<file path="src/rtl/jcap_stream.sv">
// Captures a 12-word Jacobian once the required multiplier strobes have arrived, then streams it out.
// Optional WAIT-state timeout with sticky err: define JCAP_TIMEOUT_EN.
module jcap_stream #(
  parameter int         TIMEOUT_CYCLES = 64,
  parameter logic [5:0] STB_MASK       = 6'b111111
) (
  input  logic         clk,
  input  logic         rst,
  input  logic         start,
  input  logic [383:0] j_in,
  input  logic [5:0]   mul_stb,
  output logic [31:0]  out_data,
  output logic [3:0]   out_idx,
  output logic         out_valid,
  input  logic         out_ready,
  output logic         out_last,
  output logic         busy,
  output logic         done,
  output logic         err
);

  typedef enum logic [1:0] {IDLE, WAIT, STREAM} state_t;

  state_t      state, next_state;
  logic [5:0]  sticky;
  logic [3:0]  idx;
  logic [31:0] buffer [12];
  logic        done_r;
  logic        accept_start, capture, xfer;

`ifdef JCAP_TIMEOUT_EN
  localparam int TCW = $clog2(TIMEOUT_CYCLES + 1);
  logic [TCW-1:0] tcnt;
  logic           timeout_hit;
  logic           err_r;
`endif

  always_ff @(posedge clk) begin
    if (rst) state <= IDLE;
    else     state <= next_state;
  end

  // NOTE: every signal written here gets a default first, so no path can infer a latch.
  always_comb begin
    next_state   = state;
    accept_start = 1'b0;
    capture      = 1'b0;
    xfer         = 1'b0;
`ifdef JCAP_TIMEOUT_EN
    timeout_hit  = 1'b0;
`endif
    case (state)
      IDLE: begin
        if (start) begin
          accept_start = 1'b1;
          next_state   = WAIT;
        end
      end
      WAIT: begin
        // Strobes arriving in this very cycle count toward completion.
        if (((sticky | mul_stb) & STB_MASK) == STB_MASK) begin
          capture    = 1'b1;
          next_state = STREAM;
        end
`ifdef JCAP_TIMEOUT_EN
        else if (tcnt == TCW'(TIMEOUT_CYCLES - 1)) begin
          timeout_hit = 1'b1;
          next_state  = IDLE;
        end
`endif
      end
      STREAM: begin
        if (out_ready) begin
          xfer = 1'b1;
          if (idx == 4'd11) next_state = IDLE;
        end
      end
      default: next_state = IDLE;
    endcase
  end

  // NOTE: sequential state uses non-blocking assignments only, so every register samples pre-edge values.
  always_ff @(posedge clk) begin
    if (rst) begin
      sticky <= '0;
      idx    <= '0;
      done_r <= 1'b0;
      // NOTE: the capture buffer is cleared on reset so stale Jacobian data never survives a reset.
      for (int i = 0; i < 12; i++) buffer[i] <= '0;
`ifdef JCAP_TIMEOUT_EN
      tcnt  <= '0;
      err_r <= 1'b0;
`endif
    end else begin
      done_r <= xfer && (idx == 4'd11);
      if (accept_start) begin
        sticky <= '0;
        idx    <= '0;
`ifdef JCAP_TIMEOUT_EN
        tcnt  <= '0;
        err_r <= 1'b0;
`endif
      end
      if (state == WAIT) begin
        sticky <= sticky | (mul_stb & STB_MASK);
`ifdef JCAP_TIMEOUT_EN
        tcnt <= tcnt + 1'b1;
`endif
      end
      if (capture) begin
        for (int i = 0; i < 12; i++) buffer[i] <= j_in[32*i +: 32];
        idx <= '0;
      end
      if (xfer) idx <= (idx == 4'd11) ? 4'd0 : idx + 4'd1;
`ifdef JCAP_TIMEOUT_EN
      if (timeout_hit) err_r <= 1'b1;
`endif
    end
  end

  assign out_valid = (state == STREAM);
  assign out_idx   = out_valid ? idx : 4'd0;
  assign out_data  = out_valid ? buffer[idx] : 32'd0;
  assign out_last  = out_valid && (idx == 4'd11);
  assign busy      = (state != IDLE);
  assign done      = done_r;
`ifdef JCAP_TIMEOUT_EN
  assign err       = err_r;
`else
  assign err       = 1'b0;
`endif

endmodule
</file>
<file path="config.mk">
export PLATFORM = sky130hd
export DESIGN_NAME = jcap_stream
export DESIGN_NICKNAME = d
export VERILOG_FILES = /design/src/rtl/jcap_stream.sv
export SDC_FILE = /design/constraint.sdc
export NUM_CORES = 1
export LEC_CHECK = 0
export CAP_MARGIN = 5
export CORE_MARGIN = 10
export CORE_UTILIZATION = 45
export DETAILED_ROUTE_END_ITERATION = 16
export PLACE_DENSITY = 0.87
export SLEW_MARGIN = 40
export SYNTH_ARGS = -nofsm -noshare
export SYNTH_HDL_FRONTEND = slang
export SYNTH_SLANG_ARGS = --single-unit
</file>
<file path="constraint.sdc">
create_clock -name clk -period 44.6 [get_ports clk]
set_input_delay 13.38 -clock clk [delete_from_list [all_inputs] [get_ports clk]]
set_output_delay 13.38 -clock clk [all_outputs]
set_load 0.1 [all_outputs]
</file>
## Word level (Yosys, flattened, before mapping)

Memories as Yosys holds them, arrays and structs flattened. A register that Yosys moved wholly into a read port is not among the register bits.
Index checks and enable logic that the tools add are counted.

| storage, ports and cells | value |
|---|---|
| RAM bits | 384 |
| bits in registers | 13 |
| input port bits | 394 |
| logic and storage cells | 72 |
| memories kept | 1 |

Memory list:

| name | depth | width | read ports | clocked after memory_dff | write ports | RTL line | text |
|---|---|---|---|---|---|---|---|
| buffer | 12 | 32 | 1 | 1 | 12 | 27 | `logic [31:0] buffer [12];` |

| operators by class | value |
|---|---|
| add/sub/neg operators | 1 |
| reduce and logical (&&, ||, !) cells | 7 |
| bitwise gates (word level) | 13 |
| equal/unequal tests | 8 |
| multiplexer cells | 38 |

Operators by type and width:

| cell | number |
|---|---|
| $mux W32 | 13 |
| $mux W4 | 7 |
| $mux W6 | 2 |
| $or A1 B1 Y1 | 12 |
| $mux W1 | 11 |
| $mux W2 | 4 |
| $eq A6 B6 Y1 const B | 1 |
| $or A6 B6 Y6 | 1 |
| $pmux W2 S3 | 1 |
| $add A4 B1 Y4 const B | 1 |
| $eq A4 B4 Y1 const B | 1 |
| $ne A2 B1 Y1 const B | 2 |
| $ne A2 B2 Y1 const B | 2 |
| $reduce_and A4 Y1 | 1 |
| $reduce_bool A2 Y1 | 2 |
| $reduce_bool A3 Y1 | 1 |
| $eq A2 B1 Y1 const B | 1 |
| $eq A2 B2 Y1 const B | 1 |
| $logic_and A1 B1 Y1 | 2 |
| $logic_not A2 Y1 | 1 |

## Logic depth before layout (Yosys ltp)

| logic depth | value |
|---|---|
| depth in word-level cells | 8 |
| depth in mapped cells | 7 |
| gate-level depth less buffers | 5 |

## Worst setup path after synthesis

No wires, ideal clock.

| path | value |
|---|---|
| kind | input -> register |
| start point | in mul_stb[0] |
| end point | mem buffer[0][0] (enable) |
| data arrival time | 40.732 ns |
| data required time | 42.937 ns |
| stages | 3 |
| setup time | 1.663 ns |
| buffers on the path | 0 |
| setup slack | 2.205 ns |
| path through | o22ai_1 or4_4 o21ai_0 |

RTL lines:

| element | RTL line | text |
|---|---|---|
| start: declaration | 11 | `input logic [5:0] mul_stb,` |
| end: declaration | 27 |  |

==> flow_metrics.py <==
metrics = {
    "status": {
        "status": "finished, final reports clean",
    },
    "grt": {
        "grt_pass1_vias": 12100,
        "grt_overflow": 0,
        "antenna_found_initial": 10,
        "grt_pass1_wl_mm": 76.8,
        "grt_use_total_pct": 20.6,
        "grt_max_degree": 177,
    },
    "logic_synthesis": {
        "async_reset_ff_share_pct": 0,
        "ys_seq_area_share_pct": 65.0,
        "synth_ff_type": "edfxtp_1",
        "ys_warn_count": 0,
        "synth_seq_cells": 401,
        "synth_area_leaders": "edfxtp_1, and2_2, mux4_2, mux2i_1, and2_1",
        "synth_area_leader_cell": "edfxtp_1",
        "syn-num-nets": 1602,
        "synth.distinct_cells": 37,
        "syn_area_per_cell_sq_um": 15.1,
        "syn_inst": 1207,
        "synth_edf_count": 384,
        "synth_area_sq_um": 18300,
        "synth_top_area_share_pct": 63.2,
    },
    "timing": {
        "clock_skew_ps": 19.8,
        "grt_setup_unrepaired": "false",
        "timing.final.crit_period_ps": 17060,
        "period_share_pct": 38.3,
        "hold_viol": 0,
        "finalSetupViolations": 0,
        "report.final.slew_viol_count": 0,
        "hold_ws_ps": 471,
        "fin_tns_setup_ps": 0,
        "fmax_mhz": 58.6,
        "tightest_slew_ps": 878,
        "worst_slew_margin_rel_pct": 40.9,
    },
    "drt": {
        "firstDrtPassIters": 5,
        "drc": 0,
        "drt_iter0_markers": 1351,
        "vias": 11600,
        "wirelength_mm": 51.8,
        "viasPerCell": 5.31,
        "ant_nets": 0,
        "wl_per_cell_microns": 23.8,
    },
    "floorplan": {
        "num_rows": 73,
        "pin_count": 435,
        "chipWidth_microns": 221,
        "die_area_sq_um": 49000,
        "start_util_pct": 45.7,
        "core_area_sq_um": 39900,
        "fp.dieH_microns": 221,
    },
    "place": {
        "numPortBuffers": 433,
        "gp_congestion": 0.839,
        "hpwl_mm": 37.0,
    },
    "cts": {
        "cts_resized": 0,
        "numCtsBuffers": 42,
        "cts_setup_buffers": 0,
        "clkTransAtPathRegs_ps": 60,
        "cts_sinks": 401,
        "tritoncts": "yes",
        "htree_num_levels": 2,
        "clockBufferDepth": 3,
        "cts-root-buf": "clkbuf_16",
        "cts_hold_buf": 0,
        "clk_latency_ps": 560,
    },
    "worst_setup_path": {
        "worstReg2RegStart": "state[0]$_SDFFE_PP0P_",
        "cpPeakStageDelay_ps": 800,
        "critPathKind": "reg -> out",
        "cp.required_ps": 31220,
        "cp.arrival_ps": 3680,
        "worst_setup_path_start_kind": "flip-flop",
        "crit_path_max_fanout": 55,
        "cp_slowest_cell": "dfxtp_4",
        "cp-end-kind": "primary output",
        "cp_cell_sequence": "buf_6, mux4_2, o21ai_0, nor2_1, buf_2",
    },
    "hold_path": {
        "hp-start": "sticky[5]$_SDFFE_PP0P_",
        "hold_class": "reg -> reg",
    },
    "layout": {
        "layout-drive-gt1-share_pct": 26.2,
        "area_growth_pct": 32.6,
        "nets": 2003,
    },
    "power": {
        "power.density_nw_per_um2": 34.5,
        "p_leak_uw": 0.00871,
        "power_uw": 836,
        "vdd_drop_max_uv": 29.4,
    },
    "flow_run": {
        "max_cap_violations": 0,
    },
}
[layer usage]
layer  global-route usage (%)  routed length [microns]
met4                     7.94                     1380
met2                     32.6                    25200
met5                        0                        0
met1                     27.2                    21500
met3                     4.85                     3780
[worst max-delay path: cells and delay by family (launching register included)]
kind	cells	cell delay (ps)
buf+inv	2	1030
mux	1	590
flops	1	800
compound gates	1	560
simple gates	1	130
[where the power goes]
part / switching, uW / total, uW / internal (uW) / leakage (uW)
clock network: 144 / 344 / 200 / 0.000658
registers: 5.18 / 433 / 428 / 0.00410
logic: 20.7 / 58.6 / 37.9 / 0.00395
[cell families after synthesis]
kind of cell / count (synthesis) / share of synthesized area [%]
other: 1 / 0.0205
and+or+nand+nor: 487 / 17.5
adders and majority gates: 1 / 0.0685
muxes: 130 / 11.5
buffers and inverters: 95 / 2.51
AOI/OAI and AO/OA: 92 / 3.33
DFF: 401 / 65.0
[synth_stat cells (9+ instances only)]
| master | count |
|---|---|
| a221oi_1 | 32 |
| and2_1 | 84 |
| and2_2 | 239 |
| buf_4 | 9 |
| clkbuf_1 | 40 |
| clkbuf_2 | 31 |
| dfxtp_1 | 17 |
| edfxtp_1 | 384 |
| mux2i_1 | 66 |
| mux4_2 | 64 |
| nand2_1 | 9 |
| nor2_1 | 38 |
| nor2b_1 | 73 |
| nor3_1 | 32 |
| o21ai_0 | 44 |
[registers in the layout, summed over array words and instances, names as in the netlist, named ones only]
| register | flops |
|---|---|
| sticky | 6 |
| done | 1 |
| buffer | 384 |
| state | 2 |
| idx | 4 |
[stage by stage]
| stage | std cells | util, % | area (sq um) | setup slack (ps) |
|---|---|---|---|---|
| after floorplan | 1207 | - | 18300 | 2210 |
| after global placement | 2085 | 57.4 | 22900 | 26610 |
| after detailed placement | 2088 | 57.2 | 22800 | 26680 |
| after CTS | 2164 | 60.5 | 24200 | 27280 |
| after global routing | 2175 | 60.7 | 24200 | 27250 |
| final | 2176 | 60.7 | 24200 | 27540 |
[final cells by class]
cell class	count	area, sq um
Fill cell	2898	15700
Sequential cell	401	11900
Clock buffer	50	1100
Clock inverter	26	236
Antenna cell	11	27.5
Timing Repair Buffer	448	4340
Tap cell	525	657
Inverter	4	15.0
Multi-Input combinational cell	711	5950
[cells in the final DEF (no fill, tap or decap), drive strengths merged, types with 38 or more instances in the layout]
| cell | synthesis | final |
|---|---|---|
| mux2i | 66 | 66 |
| nor2 | 38 | 38 |
| and2 | 323 | 323 |
| nor2b | 73 | 73 |
| clkdlybuf4s50 | 0 | 392 |
| edfxtp | 384 | 384 |
| o21ai | 45 | 45 |
| buf | 20 | 56 |
| mux4 | 64 | 64 |
| clkbuf | 71 | 50 |
[path summary, 6_finish.rpt]
check | endpoint | slack [ps] | depth (start not counted)
max | out_data[15] | 27540 | 5
min | sticky[5]$_SDFFE_PP0P_ | 470 | 2
max reg2reg | buffer[0][1]$_SDFFCE_PN0P_ | 40750 | 6
min reg2reg | sticky[5]$_SDFFE_PP0P_ | 470 | 2
Power figures use the tool's default switching activity.
